[src/rtl/transmisor_uart_muestra.sv]
// UART 8N1 transmitter for filter output samples: sends an ANCHO-bit sample as
// NB = ANCHO/8 back-to-back frames, most-significant byte first.
module transmisor_uart_muestra #(
  parameter int ANCHO   = 16,
  parameter int DBIT    = 8,
  parameter int SB_TICK = 16
) (
  input  logic             clk,
  input  logic             reset,
  input  logic             s_tick,
  input  logic             listo,
  input  logic [ANCHO-1:0] yk,
  output logic             tx,
  output logic             tx_busy,
  output logic             tx_done_tick,
  output logic             drop_tick
);

  localparam int NB = ANCHO / 8;
  localparam int BW = (NB > 1) ? $clog2(NB) : 1;

  localparam logic [1:0] IDLE  = 2'd0;
  localparam logic [1:0] START = 2'd1;
  localparam logic [1:0] DATA  = 2'd2;
  localparam logic [1:0] STOP  = 2'd3;

  logic [1:0]       state_q, state_d;
  logic [3:0]       s_q, s_d;
  logic [2:0]       n_q, n_d;
  logic [BW-1:0]    b_q, b_d;
  logic [ANCHO-1:0] sample_q, sample_d;
  logic [ANCHO-1:0] sample_shl;
  logic [DBIT-1:0]  shreg_q, shreg_d;
  logic             tx_q, tx_d;
  logic             busy_q, busy_d;
  logic             done_q, done_d;
  logic             drop_q, drop_d;
  logic             accept;

  // The sample register shifts left one byte per frame, so the next byte to
  // send always sits in its top byte instead of being indexed by b.
  assign sample_shl = sample_q << 8;

  // done_q is high in the first IDLE cycle; a listo there is still dropped.
  assign accept = listo && (state_q == IDLE) && !done_q;

  always_comb begin
    state_d  = state_q;
    s_d      = s_q;
    n_d      = n_q;
    b_d      = b_q;
    sample_d = sample_q;
    shreg_d  = shreg_q;
    done_d   = 1'b0;
    drop_d   = listo && !accept;

    case (state_q)
      IDLE: begin
        if (accept) begin
          sample_d = yk;
          shreg_d  = DBIT'(yk[ANCHO-1 -: 8]);
          s_d      = '0;
          n_d      = '0;
          b_d      = '0;
          state_d  = START;
        end
      end
      START: begin
        if (s_tick) begin
          if (s_q == 4'd15) begin
            s_d     = '0;
            state_d = DATA;
          end else begin
            s_d = s_q + 4'd1;
          end
        end
      end
      DATA: begin
        if (s_tick) begin
          if (s_q == 4'd15) begin
            s_d     = '0;
            shreg_d = shreg_q >> 1;
            if (n_q == 3'(DBIT - 1)) begin
              state_d = STOP;
            end else begin
              n_d = n_q + 3'd1;
            end
          end else begin
            s_d = s_q + 4'd1;
          end
        end
      end
      STOP: begin
        if (s_tick) begin
          if (s_q == 4'(SB_TICK - 1)) begin
            s_d = '0;
            if (b_q != BW'(NB - 1)) begin
              b_d      = b_q + BW'(1);
              sample_d = sample_shl;
              shreg_d  = DBIT'(sample_shl[ANCHO-1 -: 8]);
              n_d      = '0;
              state_d  = START;
            end else begin
              done_d  = 1'b1;
              state_d = IDLE;
            end
          end else begin
            s_d = s_q + 4'd1;
          end
        end
      end
      default: state_d = IDLE;
    endcase

    // Line level follows the next state so tx changes on the same edge.
    case (state_d)
      START:   tx_d = 1'b0;
      DATA:    tx_d = shreg_d[0];
      default: tx_d = 1'b1;
    endcase
    busy_d = (state_d != IDLE);
  end

  always_ff @(posedge clk or negedge reset) begin
    if (!reset) begin
      state_q  <= IDLE;
      s_q      <= '0;
      n_q      <= '0;
      b_q      <= '0;
      sample_q <= '0;
      shreg_q  <= '0;
      tx_q     <= 1'b1;
      busy_q   <= 1'b0;
      done_q   <= 1'b0;
      drop_q   <= 1'b0;
    end else begin
      state_q  <= state_d;
      s_q      <= s_d;
      n_q      <= n_d;
      b_q      <= b_d;
      sample_q <= sample_d;
      shreg_q  <= shreg_d;
      tx_q     <= tx_d;
      busy_q   <= busy_d;
      done_q   <= done_d;
      drop_q   <= drop_d;
    end
  end

  assign tx           = tx_q;
  assign tx_busy      = busy_q;
  assign tx_done_tick = done_q;
  assign drop_tick    = drop_q;

endmodule

[config.mk]
export PLATFORM = sky130hd
export DESIGN_NAME = transmisor_uart_muestra
export DESIGN_NICKNAME = d
export VERILOG_FILES = /design/src/rtl/transmisor_uart_muestra.sv
export SDC_FILE = /design/constraint.sdc
export NUM_CORES = 1
export LEC_CHECK = 0
export CAP_MARGIN = 5
export CORE_AREA = 8 8 61 63
export DETAILED_ROUTE_END_ITERATION = 10
export DIE_AREA = 0 0 69 71
export PLACE_DENSITY = 0.78
export SETUP_SLACK_MARGIN = 0.2
export SKIP_CTS_REPAIR_TIMING = 1
export SYNTH_ARGS = -nofsm -noshare
export SYNTH_HDL_FRONTEND = slang
export SYNTH_SLANG_ARGS = --single-unit
export TNS_END_PERCENT = 20
[constraint.sdc]
create_clock -name clk -period 2.9 [get_ports clk]
set_input_delay 0.725 -clock clk [delete_from_list [all_inputs] [get_ports clk]]
set_output_delay 0.725 -clock clk [all_outputs]
set_load 0.01 [all_outputs]
## Yosys cells after proc, flatten, opt, wreduce, memory -nomap -nowiden

Cells that the tools add are included.

| storage, ports and cells | value |
|---|---|
| register bits after elaboration | 30 |
| input bits | 20 |
| output and inout bits | 4 |
| word-level logic and storage cells | 88 |

| operators by class | value |
|---|---|
| add/subtract/negate cells | 3 |
| equality and inequality tests | 15 |
| mux-type cells | 44 |
| reductions and logical operators | 15 |

Operators with widths:

| kind | count |
|---|---|
| $mux 8 | 10 |
| $pmux 8 s3 | 1 |
| $mux 3 | 7 |
| $mux 2 | 8 |
| $pmux 8 s2 | 1 |
| $ne 2x2->1 const B | 7 |
| $mux 4 | 3 |
| $mux 1 | 9 |
| $pmux 3 s3 | 1 |
| $pmux 2 s4 | 1 |
| $pmux 4 s2 | 1 |
| $reduce_and 8->1 | 1 |
| $reduce_and 7->1 | 1 |
| $eq 2x2->1 const B | 3 |
| $reduce_and 5->1 | 1 |
| $add 4x1->4 const B | 1 |
| $eq 2x1->1 const B | 2 |
| $eq 4x4->1 const B | 1 |
| $pmux 1 s2 | 2 |
| $reduce_and 4->1 | 1 |
| $reduce_bool 2->1 | 2 |
| $add 3x1->3 const B | 1 |
| $eq 3x3->1 const B | 1 |
| $logic_and 1x1->1 | 3 |
| 7 further kinds | 8 |

## Depth between registers and ports, before layout

Gate-level depths: netlist of the first run.

| depth | value |
|---|---|
| depth in word-level cells | 7 |
| gate-level depth with buffers | 7 |
| depth with buffers taken out | 5 |

## Worst setup path after synthesis of the first run

Ideal clock, no wire load.

| timing path | value |
|---|---|
| path type | input -> register |
| start | input port listo |
| end | register n_q[0] |
| setup time | 0.125 ns |
| arrival time | 1.599 ns |
| data required time | 2.775 ns |
| setup slack | 1.176 ns |
| stages | 4 |
| path buffers | 0 |
| cells stage by stage | nor4b_4 -> a31o_2 -> nand2_1 -> mux2_2 |

| on the way | value |
|---|---|
| cells in the longest elaborated chain, start to end | 4 |

RTL lines:

| element | RTL line | RTL |
|---|---|---|
| start, declared | 11 | `input logic listo,` |
| $logic_and 1x1->1 (2 in a row) | 45 | `assign accept = listo && (state_q == IDLE) && !done_q;` |
| $ne 2x2->1 (no source line) | - |  |
| $reduce_and 8->1 (no source line) | - |  |
| end signal, assigned | 139 | `n_q <= n_d;` |
| end, declared | 29 | `logic [2:0] n_q, n_d;` |

Every way passes these cells.
A chain may end at the register's enable or synchronous reset.

## Worst setup path in the final report of the first run

| timing path | value |
|---|---|
| start | input port s_tick |
| end | register shreg_q[3] |

| on the way | value |
|---|---|
| cells in the longest elaborated chain, start to end | 2 |
| elaborated cells between the ends (all ways) | 3 |
| those cells by class | eq/ne: 2; reduce/logical: 1 |

RTL lines:

| element | RTL line | RTL |
|---|---|---|
| start, declared | 10 | `input logic s_tick,` |
| $ne 2x2->1 (no source line) | - |  |
| $reduce_and 7->1 (no source line) * | - |  |
| end signal, assigned | 142 | `shreg_q <= shreg_d;` |
| end, declared | 33 | `logic [DBIT-1:0] shreg_q, shreg_d;` |

Every way passes the cells marked *; elsewhere a longest branch is shown, timed or not.

==> results of run 1 <==
[critical path: stages]
cell	delay, ns
clkdlybuf4s50_1	0.58
nand4_4	0.17
nor3_4	0.48
a222oi_1	0.20
a21oi_1	0.18
[final cells by class]
cell class,instances,area (sq um)
clock inverter,2,10.0
inverter,3,11.3
clock buffer,5,37.5
timing repair buffer,26,253
fill,267,1070
sequential,30,752
multi-input combinational,108,674
tap,33,41.3
[metrics by stage]
step	setup slack (ns)	utilization	cell area, sq um
final	0.795	0.624	1780
after global routing	0.632	0.624	1780
after CTS	0.793	0.624	1780
after detailed placement	0.452	0.607	1730
after global placement	0.519	0.607	1730
after floorplan	1.18	-	1470
[cell families (layout without fill, tap and decap cells)]
kind of cell	Yosys count	in the layout
mux	5	5
flops	30	30
fa+ha+maj	3	3
compound gates	45	45
buf+inv	9	36
xor+xnor	1	1
simple gates	54	54
[cells in the mapped netlist, types with 2 or more instances]
cell type	instances
ha_1	3
mux2i_1	3
nor3_1	3
a31oi_1	2
dfrtp_1	29
a222oi_1	4
buf_4	2
inv_1	3
a21oi_1	8
a22o_1	4
mux2_2	2
a22oi_1	3
o21ai_0	16
o21a_1	2
nor2_1	11
nor2b_1	2
nand2_1	29
buf_2	4
[power by group through the flow]
stage                     clock network [W]  logic (W)  registers (W)
after floorplan                           0   0.000371       0.000718
after global placement                    0   0.000461       0.000766
after detailed placement                  0   0.000482       0.000773
after CTS                          0.000236   0.000484       0.000766
after global routing               0.000255   0.000546       0.000796
final                              0.000231   0.000478       0.000770
[flip-flops by register name, summed over array words and instances (netlist names)]
name          cells
state_q           2
tx_done_tick      1
n_q               3
drop_tick         1
b_q               1
tx                1
tx_busy           1
s_q               4
sample_q          8
shreg_q           8
[per-layer routing]
metal	track usage	wire (um)
met1	0.162	1440
met2	0.200	1430
met3	0.0545	201
met4	0.0569	41
met5	0	0
[how the worst max path moves through the flow]
stage               cells past startpoint          to    from
finish                                  5  shreg_q[3]  s_tick
global route                            5  shreg_q[2]  s_tick
CTS                                     1          tx      tx
detailed placement                      5  shreg_q[3]  s_tick
global placement                        5  shreg_q[3]  s_tick
floorplan                               4      n_q[0]   listo
[placed cells by master, fill, tap and decap left out, drive strengths merged, types with 3 or more instances in the layout]
master and count:
o21ai 16, a222oi 4, clkbuf 5, dfrtp 29, buf 3, nor3 4, inv 3, a21oi 8
nor2 11, clkdlybuf4s50 23, ha 3, nand2 29, mux2i 3, a22oi 3, a22o 4
==> results.cfg, run 1 <==
[worst_setup_path]
ff2ff_path_depth = 5
end_kind = flip-flop
critical_path_class = input port to flip-flop
path_max_fanout = 15
crit_arrival_ns = 2.35
required_ns = 3.15
rr_endpoint = shreg_q[3]
r2r_start = s_q[0]
r2r_slack_ns = 1.01
critPathLaunchType = input port

[pwr]
clkPwrFrac = 0.156
p_sw_w = 0.000560
combinationalPowerShare = 0.323
seqPwrFrac = 0.520
switching_share = 0.379
intPower_w = 0.000918
cellLeakagePower_nw = 0.756
power_density_nw_per_um2 = 831
ir_drop_mv = 0.501
fin_total_pwr_w = 0.00148

[routing]
first_iter_violations = 88
wl_per_cell_um = 15.0
drc_errors = 0
ant_nets = 0
vias = 1220
via_per_inst = 5.89
firstDrtPassIters = 4
routed_wl_um = 3110

[job]
drv_cap = 0

[synth]
yosys.area_share.simple = 0.190
synth_ff_type = dfrtp_1
synth_top_family_by_area = compound AO/OA/AOI/OAI gates
synth.distinct_cells = 35
muxShareOfSynthArea = 0.0357
netlist_instances = 147
synth-edff-count = 0
yosysTopAreaCell = dfrtp_1
synth_area_per_cell_sq_um = 10.0
synth_xor_area_frac = 0.00595
syn_nets = 170
seq_area_frac_synth = 0.511
synth_compound_area_frac = 0.201
synth.area.top_cells = dfrtp_1, nand2_1, o21ai_0
async_reset_ff_frac = 1.00
netlist.area_leader.share = 0.493
yosys.area_share.adder = 0.0255
ys_seq_elements = 30
yosys_warnings = 0
synth_area_sq_um = 1470

[sta]
post-route-min-period_ns = 2.11
max_freq_mhz = 475
skew_ns = 0.0110
fin_tns_setup_ns = 0
finalSetupViolCount = 0
fin_crit_sh = 0.726
tightest_slew_ns = 0.498
hold_violations = 0
maxSlewViolCount = 0
hold_ws_ns = 0.521
rsz0062_at_grt = false
maxSlewHeadroom = 0.667

[clock_network]
clk_latency_ns = 0.33
ctsLongestPathBuffers = 2
cts.sinks = 30
cts_buffers = 5
cts.htree.levels = 2
clk_pin_slew_ns = 0.09
cts_root_buffer = clkbuf_4
cts_tree = built

[floorplanning]
io_pins = 24
die_y_um = 71
die_w_um = 69
dieArea_sq_um = 4900
rows = 20
placeableCoreArea_sq_um = 2850
start_util = 0.516

[global_route]
grt_pass1_wl_um = 5460
antenna_found_initial = 0
first_global_vias = 1189
track_usage = 0.133
grt_overflow = 0
grt_max_degree = 31

[cells_and_area]
syn_to_final_growth_pct = 20.8
stdcell_count = 207
drive_gt1_frac = 0.0977
nNetsFinal = 197
antenna_cells = 0

[placement]
dp_cells = 200
portBuffers = 23
place.gp.congestion = 0.830
place_hpwl_um = 2250

[min_path]
hold_path_startpoint = n_q[1]
hold_depth = 1
hold_end = n_q[1]
min_path_type = flip-flop to flip-flop

[run_status]
outcome = complete, no violations
Note: power is estimated with default switching activity, not from simulation.
==> run 2, diff against run 1 <==
--- a/config.mk
+++ b/config.mk
@@ -6,10 +6,10 @@
 export NUM_CORES = 1
 export LEC_CHECK = 0
 export CAP_MARGIN = 5
-export CORE_AREA = 8 8 61 63
+export CORE_AREA = 8 8 65 67
 export DETAILED_ROUTE_END_ITERATION = 10
-export DIE_AREA = 0 0 69 71
-export PLACE_DENSITY = 0.78
+export DIE_AREA = 0 0 73 75
+export PLACE_DENSITY = 0.71
 export SETUP_SLACK_MARGIN = 0.2
 export SKIP_CTS_REPAIR_TIMING = 1
 export SYNTH_ARGS = -nofsm -noshare
==> constraint.sdc (replaced) <==
create_clock -name clk -period 1.8 [get_ports clk]
set_input_delay 0.45 -clock clk [delete_from_list [all_inputs] [get_ports clk]]
set_output_delay 0.45 -clock clk [all_outputs]
set_load 0.01 [all_outputs]
==> results.cfg, run 2 (same netlist as run 1, synthesis figures left out) <==
[run_status]
outcome = complete, no violations

[routing]
ant_nets = 0
firstDrtPassIters = 5
first_iter_violations = 151
routed_wl_um = 3600
vias = 1328
wl_per_cell_um = 14.8
via_per_inst = 5.47
drc_errors = 0

[min_path]
min_path_type = input port to asynchronous set/reset pin

[worst_setup_path]
cp.depth = 1
endpoint = tx_busy
crit_path_start = tx_busy
crit_family = buffers and inverters
end_kind = output port
worstPathCellList = clkdlybuf4s50_1
critPathLaunchType = flip-flop
ff2ff_path_depth = 7
path_max_fanout = 1
required_ns = 1.35
cpPeakStageDelay_ns = 0.53
crit_arrival_ns = 1.19
rr_endpoint = shreg_q[1]
r2r_slack_ns = 0.19
r2r_start = s_q[1]
slowest_stage = clkdlybuf4s50_1
critical_path_class = flip-flop to output port
path_buf_inv = 1

[placement]
place.gp.congestion = 0.882
place_hpwl_um = 2560
portBuffers = 23
dp_cells = 229

[pwr]
cellLeakagePower_nw = 0.894
ir_drop_mv = 0.584
fin_total_pwr_w = 0.00258
power_density_nw_per_um2 = 1280

[global_route]
first_global_vias = 1336
grt_overflow = 0
grt.met3_usage = 0.0399
track_usage = 0.141
grt.busiest_layer = met2
grt_pass1_wl_um = 5950
met2_usage = 0.238
antenna_found_initial = 0
grtUsageMet1 = 0.157
grt_max_degree = 31

[cells_and_area]
stdcell_count = 243
seqCellArea_sq_um = 757
multi_input_area_sq_um = 699
final_common_cell = nand2_1
mostFrequentLayoutCells = nand2_1, dfrtp_1, buf_4, clkdlybuf4s50_1, o21ai_0
syn_to_final_growth_pct = 36.9
antenna_cells = 0
n_fill_cell = 284
biggestRegsByFlops = sample_q x8, shreg_q x8, s_q x4
drive_gt1_frac = 0.234
nNetsFinal = 220

[floorplanning]
dieArea_sq_um = 5480
io_pins = 24
die_w_um = 73
rows = 21
start_util = 0.456
die_y_um = 75
placeableCoreArea_sq_um = 3230

[clock_network]
cts.sinks = 30
ctsLongestPathBuffers = 2
clk_latency_ns = 0.33
cts_root_buffer = clkbuf_4
cts_buffers = 5
cts_tree = built
cts.htree.levels = 2
clk_pin_slew_ns = 0.10

[sta]
finalSetupViolCount = 0
maxSlewViolCount = 0
rsz0062_at_grt = true
maxSlewHeadroom = 0.748
fin_crit_sh = 0.912
max_freq_mhz = 609
hold_violations = 0
skew_ns = 0.0108
tightest_slew_ns = 0.378
post-route-min-period_ns = 1.64
fin_tns_setup_ns = 0

[job]
drv_cap = 0
-- run 2: worst min-delay path by stage --
stage	slack (ns)	cells after the start	end	from
3_3_place_gp	0.50	1	n_q[1]	n_q[1]
5_1_grt	0.52	2	s_q[2]	reset
3_5_place_dp	0.50	2	shreg_q[7]	sample_q[7]
6_report	0.51	2	s_q[2]	reset
4_1_cts	0.52	2	s_q[0]	reset
2_1_floorplan	0.15	0	b_q	reset
-- run 2: area by class of cell --
class / count / share of cell area
clock buffers: 7 / 0.0223
inverters: 3 / 0.00559
multi-input cells: 108 / 0.347
flip-flops and latches: 30 / 0.376
well taps: 46 / 0.0286
repair buffers: 49 / 0.221
-- run 2: metal layers --
metal  part of all wire  up-vias  routed length, um
met1               0.43      641               1560
met2               0.49       41               1760
met5                  0        -                  0
met3              0.059        8                213
li1                   -      638                  -
met4              0.019        0                 67
-- run 2: power by group --
| part | switching [W] | internal [W] |
|---|---|---|
| clock | 0.000220 | 0.000147 |
| sequential | 0.000278 | 0.000965 |
| combinational | 0.000456 | 0.000518 |
| total | 0.000954 | 0.00163 |
-- run 2: metrics by stage --
step                      hold WS (ns)  utilization  worst slack [ns]  area [sq um]
final                            0.506        0.624             0.159          2020
after global routing             0.517        0.624             0.101          2020
after CTS                        0.518        0.596           -0.0347          1930
after detailed placement         0.502        0.582            -0.131          1880
after global placement           0.495        0.582           -0.0912          1880
after floorplan                  0.154            -             0.200          1490
